`src/rtl/fetch_pkg.sv`:
```
// Shared types and helpers for the instruction-fetch queue.
package fetch_pkg;

   localparam int FQ_DBITS = 32;

   typedef struct packed {
      logic [FQ_DBITS-1:0] pc;
      logic [FQ_DBITS-1:0] data;
      logic                filled;
   } slot_t;

   // Distance between two wrap-bit pointers of width ptrbits+1.
   function automatic int unsigned ptr_diff(input int unsigned a,
                                            input int unsigned b,
                                            input int unsigned ptrbits);
      return (a - b) & ((32'd1 << (ptrbits + 1)) - 32'd1);
   endfunction

endpackage

```
`src/rtl/fetch_slot_array.sv`:
```
// QDEPTH-entry slot storage: pc written on allocate, data on fill,
// filled flag cleared on pop, allocate or flush. Asynchronous reads.
module fetch_slot_array
   import fetch_pkg::*;
#(
   parameter int  DBITS   = FQ_DBITS,
   parameter int  QDEPTH  = 4,
   localparam int PTRBITS = $clog2(QDEPTH)
) (
   input  logic               i_clk,
   input  logic               i_rst_n,
   input  logic               i_flush,
   input  logic               i_alloc_en,
   input  logic [PTRBITS-1:0] i_alloc_idx,
   input  logic [DBITS-1:0]   i_alloc_pc,
   input  logic               i_fill_en,
   input  logic [PTRBITS-1:0] i_fill_idx,
   input  logic [DBITS-1:0]   i_fill_data,
   input  logic               i_pop_en,
   input  logic [PTRBITS-1:0] i_head_idx,
   output logic [DBITS-1:0]   o_head_pc,
   output logic [DBITS-1:0]   o_head_data,
   output logic               o_head_filled,
   output logic [DBITS-1:0]   o_fill_pc
);

   logic [DBITS-1:0]  r_pc   [QDEPTH];
   logic [DBITS-1:0]  r_data [QDEPTH];
   logic [QDEPTH-1:0] r_filled;

   always_ff @(posedge i_clk or negedge i_rst_n) begin
      if (!i_rst_n) begin
         for (int i = 0; i < QDEPTH; i++) begin
            r_pc[i]   <= '0;
            r_data[i] <= '0;
         end
         r_filled <= '0;
      end else begin
         for (int i = 0; i < QDEPTH; i++) begin
            if (i_alloc_en && i_alloc_idx == PTRBITS'(i)) r_pc[i] <= i_alloc_pc;
            if (i_fill_en && i_fill_idx == PTRBITS'(i)) r_data[i] <= i_fill_data;
         end
         if (i_flush) begin
            r_filled <= '0;
         end else begin
            for (int i = 0; i < QDEPTH; i++) begin
               if (i_fill_en && i_fill_idx == PTRBITS'(i))
                  r_filled[i] <= 1'b1;
               else if ((i_alloc_en && i_alloc_idx == PTRBITS'(i)) ||
                        (i_pop_en && i_head_idx == PTRBITS'(i)))
                  r_filled[i] <= 1'b0;
            end
         end
      end
   end

   assign o_head_pc     = r_pc[i_head_idx];
   assign o_head_data   = r_data[i_head_idx];
   assign o_head_filled = r_filled[i_head_idx];
   assign o_fill_pc     = r_pc[i_fill_idx];

endmodule

```
`src/rtl/fetch_queue.sv`:
```
// Instruction-fetch queue: issues in-order fetches, buffers tagged words, drops
// stale responses after a redirect. FETCH_BYPASS_EN adds a zero-latency response path.
module fetch_queue
   import fetch_pkg::*;
#(
   parameter int  DBITS   = FQ_DBITS,
   parameter int  QDEPTH  = 4,
   localparam int PTRBITS = $clog2(QDEPTH)
) (
   input  logic             i_clk,
   input  logic             i_rst_n,
   input  logic [DBITS-1:0] i_pcin,
   output logic             o_stall,
   input  logic             i_flush,
   output logic             o_imem_req,
   output logic [DBITS-1:0] o_imem_addr,
   input  logic             i_imem_gnt,
   input  logic             i_imem_rvalid,
   input  logic [DBITS-1:0] i_imem_rdata,
   output logic             o_inst_valid,
   output logic [DBITS-1:0] o_inst,
   output logic [DBITS-1:0] o_inst_pc,
   input  logic             i_inst_ready
);

   localparam int             PW      = PTRBITS + 1;
   localparam logic [PTRBITS:0] PTR_ONE = PW'(1);
   localparam logic [PTRBITS:0] QD_CNT  = PW'(QDEPTH);

   logic [PTRBITS:0] r_head, r_fill, r_tail, r_drop;
   logic [PTRBITS:0] w_alloc_cnt, w_pend_cnt, w_occ, w_drop_sum, w_drop_flush;
   logic             w_req, w_issue, w_rsp_ok, w_byp, w_byp_pop, w_pop, w_fill_we;
   logic             w_head_filled;
   logic [DBITS-1:0] w_head_pc, w_head_data, w_fill_pc;

   assign w_alloc_cnt = PW'(ptr_diff(32'(r_tail), 32'(r_head), PTRBITS));
   assign w_pend_cnt  = PW'(ptr_diff(32'(r_tail), 32'(r_fill), PTRBITS));
   // alloc+drop never exceeds QDEPTH, so the sum fits the pointer width.
   assign w_occ       = w_alloc_cnt + r_drop;

   assign w_req     = i_rst_n && !i_flush && (w_occ < QD_CNT);
   assign w_issue   = w_req && i_imem_gnt;
   assign w_rsp_ok  = i_imem_rvalid && (r_drop == '0) && (w_pend_cnt != '0) && !i_flush;

`ifdef FETCH_BYPASS_EN
   assign w_byp     = w_rsp_ok && (r_head == r_fill);
`else
   assign w_byp     = 1'b0;
`endif

   assign o_inst_valid = w_byp || ((w_alloc_cnt != '0) && w_head_filled);
   assign o_inst       = w_byp ? i_imem_rdata : w_head_data;
   assign o_inst_pc    = w_byp ? w_fill_pc : w_head_pc;

   assign w_pop     = o_inst_valid && i_inst_ready && !i_flush;
   assign w_byp_pop = w_byp && i_inst_ready;
   assign w_fill_we = w_rsp_ok && !w_byp_pop;

   assign o_imem_req  = w_req;
   assign o_imem_addr = i_pcin;
   assign o_stall     = !w_issue;

   // A response in the flush cycle is the oldest outstanding one and is absorbed here.
   assign w_drop_sum   = r_drop + w_pend_cnt;
   assign w_drop_flush = (i_imem_rvalid && w_drop_sum != '0) ? w_drop_sum - PTR_ONE : w_drop_sum;

   always_ff @(posedge i_clk or negedge i_rst_n) begin
      if (!i_rst_n) begin
         r_head <= '0;
         r_fill <= '0;
         r_tail <= '0;
         r_drop <= '0;
      end else if (i_flush) begin
         r_head <= '0;
         r_fill <= '0;
         r_tail <= '0;
         r_drop <= w_drop_flush;
      end else begin
         if (w_issue) r_tail <= r_tail + PTR_ONE;
         if (w_rsp_ok) r_fill <= r_fill + PTR_ONE;
         if (w_pop) r_head <= r_head + PTR_ONE;
         if (i_imem_rvalid && r_drop != '0) r_drop <= r_drop - PTR_ONE;
      end
   end

   fetch_slot_array #(
      .DBITS  (DBITS),
      .QDEPTH (QDEPTH)
   ) u_slots (
      .i_clk         (i_clk),
      .i_rst_n       (i_rst_n),
      .i_flush       (i_flush),
      .i_alloc_en    (w_issue),
      .i_alloc_idx   (r_tail[PTRBITS-1:0]),
      .i_alloc_pc    (i_pcin),
      .i_fill_en     (w_fill_we),
      .i_fill_idx    (r_fill[PTRBITS-1:0]),
      .i_fill_data   (i_imem_rdata),
      .i_pop_en      (w_pop),
      .i_head_idx    (r_head[PTRBITS-1:0]),
      .o_head_pc     (w_head_pc),
      .o_head_data   (w_head_data),
      .o_head_filled (w_head_filled),
      .o_fill_pc     (w_fill_pc)
   );

endmodule

```
`config.mk`:
```
export PLATFORM = sky130hd
export DESIGN_NAME = fetch_queue
export DESIGN_NICKNAME = d
export VERILOG_FILES = /design/src/rtl/fetch_pkg.sv /design/src/rtl/fetch_slot_array.sv /design/src/rtl/fetch_queue.sv
export SDC_FILE = /design/constraint.sdc
export NUM_CORES = 1
export LEC_CHECK = 0
export BUFFER_PORTS_ARGS = -buffer_cell sky130_fd_sc_hd__buf_2
export CAP_MARGIN = 30
export CORE_MARGIN = 2
export CORE_UTILIZATION = 45
export CTS_CLUSTER_SIZE = 14
export DETAILED_ROUTE_END_ITERATION = 12
export GPL_TIMING_DRIVEN = 0
export PLACE_DENSITY_LB_ADDON = 0.1
export SLEW_MARGIN = 10
export SYNTH_ARGS = -nofsm -noshare
export SYNTH_HDL_FRONTEND = slang
export SYNTH_SLANG_ARGS = --single-unit
```
`constraint.sdc`:
```
create_clock -name i_clk -period 3.1 [get_ports i_clk]
set_input_delay 0.62 -clock i_clk [delete_from_list [all_inputs] [get_ports i_clk]]
set_output_delay 0.62 -clock i_clk [all_outputs]
set_load 0.01 [all_outputs]
```
==> run_summary.xml <==
<?xml version="1.0" encoding="UTF-8"?>
<metrics>
  <group name="routing">
    <metric name="via_count" unit="">7262</metric>
    <metric name="wire_per_inst" unit="um">19.03</metric>
    <metric name="postRouteWirelength" unit="um">26790</metric>
    <metric name="dr.first_iter.drc_count" unit="">228</metric>
    <metric name="detail_route.vias_per_cell" unit="">5.158</metric>
    <metric name="firstDrtPassIters" unit="">4</metric>
    <metric name="drc_errors" unit="">0</metric>
    <metric name="drt.antenna.violating_nets" unit="">0</metric>
  </group>
  <group name="yosys">
    <metric name="leading_post_synthesis_cells_by_cell_area" unit="">dfrtp_1 (52%), mux2_2 (15%), mux4_2 (11%), mux2_4 (9.9%), buf_4 (2.5%)</metric>
    <metric name="synth-async-reset-ratio" unit="%">100.0</metric>
    <metric name="synthesis.instances" unit="">789</metric>
    <metric name="synthesis.area" unit="sq um">13010</metric>
    <metric name="synth-main-ff-cell" unit="">dfrtp_1</metric>
    <metric name="yosys.cell_count.top_type" unit="">dfrtp_1</metric>
    <metric name="synth_area_leader_cell" unit="">dfrtp_1</metric>
    <metric name="mean_syn_cell_area" unit="sq um">16.48</metric>
    <metric name="postSynthNetCount" unit="">882</metric>
    <metric name="synth-seq-area-share" unit="%">52.33</metric>
    <metric name="synth.yosys.warnings" unit="">0</metric>
    <metric name="synth-edff-count" unit="">0</metric>
    <metric name="yosysTopAreaCellShare" unit="%">52.33</metric>
    <metric name="number_of_distinct_library_cells_after_synthesis" unit="">43</metric>
    <metric name="ys_seq_elements" unit="">272</metric>
    <metric name="yosys-top-cells-count" unit="">dfrtp_1 (272), mux2_2 (170), mux2_4 (86), mux4_2 (65), buf_4 (44)</metric>
  </group>
  <group name="clock_tree">
    <metric name="clk_pin_slew" unit="ps">60</metric>
    <metric name="htree_levels" unit="">1</metric>
    <metric name="cts.root.buffer_cell" unit="">clkbuf_16</metric>
    <metric name="tritoncts_clock_tree" unit="">done</metric>
    <metric name="clkLatencyLatePin" unit="ps">550</metric>
    <metric name="cts-buffers-inserted" unit="">30</metric>
    <metric name="max-clock-path-buffers" unit="">3</metric>
    <metric name="cts.sink_count" unit="">272</metric>
  </group>
  <group name="pwr">
    <metric name="p_leak" unit="nW">7.755</metric>
    <metric name="peakVddDrop" unit="V">0.0004713</metric>
    <metric name="pwr_density_cell" unit="nW/um^2">662.1</metric>
  </group>
  <group name="critical_path">
    <metric name="crit_path_top_delay_cell" unit="">fa_2</metric>
    <metric name="critical_path_required" unit="ps">2480</metric>
    <metric name="critical_path.reg2reg.startpoint" unit="">r_tail[0]$_DFFE_PN0P_</metric>
    <metric name="r2r_setup_slack" unit="ps">120</metric>
    <metric name="rr_worst_depth" unit="">11</metric>
    <metric name="worstPathCellList" unit="">inv_2 &gt; ha_4 &gt; inv_2 &gt; fa_2 &gt; ha_4 &gt; a31oi_4 &gt; xnor2_4 &gt; and2_4 &gt; buf_6</metric>
    <metric name="cp_slowest_stage_delay" unit="ps">550</metric>
    <metric name="worst_setup_path_end_kind" unit="">output port</metric>
    <metric name="regToRegEndpoint" unit="">u_slots.r_data[19]$_DFFE_PN0P_</metric>
    <metric name="worst-path-max-fanout" unit="">4</metric>
    <metric name="worst_setup_path_start_kind" unit="">register</metric>
    <metric name="critPathKind" unit="">register to output port</metric>
    <metric name="arrival" unit="ps">2610</metric>
  </group>
  <group name="grt">
    <metric name="first_global_vias" unit="">7865</metric>
    <metric name="antenna_found_initial" unit="">1</metric>
    <metric name="grt_max_degree" unit="">80</metric>
    <metric name="wire_length_of_the_first_global_routing_pass" unit="um">43520</metric>
    <metric name="gr-total-overflow" unit="">0</metric>
    <metric name="globalRouteTotalUtil" unit="%">18.00</metric>
  </group>
  <group name="sta">
    <metric name="fin_setup_tns" unit="ps">-204.0</metric>
    <metric name="timing.max_slew.rel_slack" unit="%">51.54</metric>
    <metric name="holdWs" unit="ps">24.73</metric>
    <metric name="hold_violation_total_from_the_final_report" unit="">0</metric>
    <metric name="slew_viol_final" unit="">0</metric>
    <metric name="fin_worst_skew" unit="ps">6.944</metric>
    <metric name="worst_slew_pin_slew" unit="ps">726.9</metric>
    <metric name="timing.final.setup_violations" unit="">2</metric>
    <metric name="post-route-worst-setup-slack" unit="ps">-126.2</metric>
    <metric name="fmaxAchievable" unit="GHz">0.3100</metric>
    <metric name="period_minus_slack" unit="ps">3226</metric>
    <metric name="crit_share_post_route" unit="%">104.1</metric>
    <metric name="grt_setup_unrepaired" unit="">yes</metric>
  </group>
  <group name="final_layout">
    <metric name="drive_gt1_share" unit="%">62.52</metric>
    <metric name="final_cell_area" unit="sq um">15820</metric>
    <metric name="areaGrowthSynthToFinish" unit="%">21.65</metric>
    <metric name="layout.nets" unit="">1096</metric>
  </group>
  <group name="die">
    <metric name="initial_standard_cell_utilization_of_the_core" unit="%">45.56</metric>
    <metric name="number_of_standard_cell_rows_in_the_floorplan" unit="">62</metric>
    <metric name="die_width" unit="um">174.0</metric>
    <metric name="die_area" unit="sq um">30280</metric>
    <metric name="core-area" unit="sq um">28550</metric>
    <metric name="floorplan.die.height" unit="um">174.0</metric>
    <metric name="ioPinCount" unit="">169</metric>
  </group>
  <group name="worst_hold_path">
    <metric name="holdCritPathClass" unit="">primary input to async pin</metric>
  </group>
  <group name="placement">
    <metric name="placement.cell_area" unit="sq um">14440</metric>
    <metric name="minimum_setup_slack_after_placement" unit="ps">-1030</metric>
    <metric name="detailedPlacementHpwl" unit="um">17320</metric>
    <metric name="finalWeightedCongestion" unit="">0.7257</metric>
    <metric name="io_buffers" unit="">168</metric>
  </group>
  <group name="outcome">
    <metric name="failed_checks" unit="">setup timing</metric>
    <metric name="run_status" unit="">finished with violations</metric>
  </group>
  <group name="job">
    <metric name="drv_cap" unit="">0</metric>
  </group>
</metrics>
[per-stage QoR]
| stage | std cells | total power, mW | utilization (%) |
|---|---|---|---|
| 3_3_place_gp | 1341 | 6.669 | 50.19 |
| 2_1_floorplan | 789 | 5.864 | - |
| 4_1_cts | 1403 | 10.62 | 55.20 |
| 5_1_grt | 1406 | 11.00 | 55.41 |
| 3_5_place_dp | 1345 | 6.722 | 50.57 |
| 6_report | 1408 | 10.48 | 55.43 |
[flip-flops by register name (all words and copies together), names as in the netlist]
| register | cells |
|---|---|
| r_drop | 3 |
| r_fill | 3 |
| r_head | 3 |
| r_tail | 3 |
| u_slots.r_data | 128 |
| u_slots.r_filled | 4 |
| u_slots.r_pc | 128 |
[worst max-delay path by stage]
| stage | startpoint | cells past startpoint | slack, ps | end |
|---|---|---|---|---|
| after floorplan | r_head[1]$_DFFE_PN0P_ | 9 | 40 | u_slots.r_pc[100]$_DFFE_PN0P_ |
| after global placement | i_rst_n | 6 | -4250 | u_slots.r_pc[102]$_DFFE_PN0P_ |
| after detailed placement | r_head[1]$_DFFE_PN0P_ | 9 | -1030 | u_slots.r_pc[105]$_DFFE_PN0P_ |
| after CTS | r_tail[0]$_DFFE_PN0P_ | 9 | -200 | o_imem_req |
| after global routing | r_head[1]$_DFFE_PN0P_ | 8 | -200 | o_imem_req |
| final | r_tail[0]$_DFFE_PN0P_ | 9 | -130 | o_imem_req |
[worst max-delay path, delay by kind of cell (launching register included)]
kind	cells	cell delay (ps)
and+or+nand+nor	1	170
adders and majority gates	3	890
AOI/OAI and AO/OA	1	240
xor gates and xnor gates	1	160
buffers and inverters	3	220
DFF	1	380
[cells by family after synthesis]
logic type | after synthesis | synth area share, %
adders and majority gates | 23 | 2.386
AOI/OAI and AO/OA | 19 | 0.8370
DFF | 272 | 52.33
and+or+nand+nor | 49 | 2.049
buffers and inverters | 91 | 5.185
muxes | 324 | 36.13
xor gates and xnor gates | 11 | 1.077
[final cells by class]
type	instances	area [sq um]
antenna	2	5.005
multi-input combinational	426	5614
buffer	76	744.5
timing repair buffer	183	1064
fill	2410	12720
inverter	14	55.05
clock inverter	10	177.7
sequential	272	6809
clock buffer	41	873.3
tap	384	480.5
[repair_timing]
item / CTS / global route
hold buffers: 1 / 0
pin swaps: 7 / 4
endpoints found under the hold margin: 47 / 0
endpoints found under the setup margin: 317 / 157
resized for setup: 58 / 12
buffers inserted: 7 / 3
[per-layer routing]
metal  share of wire (%)  global-route usage (%)  wire length (um)
met3                 5.0                   3.543              1351
met2                  47                   29.45             12590
met4                 2.4                   4.622               637
met5                   0                       0                 0
met1                  46                   24.84             12210
[cells in the final DEF (no fill, tap or decap), types with 11 or more instances in the layout]
master,netlist,routed
mux2_4,86,86
mux2_2,170,170
buf_4,44,45
ha_1,20,18
dfrtp_1,272,270
buf_6,3,19
buf_2,7,166
clkbuf_16,0,32
mux4_2,65,65
inv_1,14,11
[power breakdown]
part	internal, mW	switching [mW]	total, mW	leakage, nW
clock	2.36	1.41	3.77	0.516
sequential	4.10	0.299	4.40	3.70
combinational	1.34	0.963	2.30	3.54
total	7.80	2.67	10.5	7.76
No activity file was read; power rests on OpenSTA's default activity.
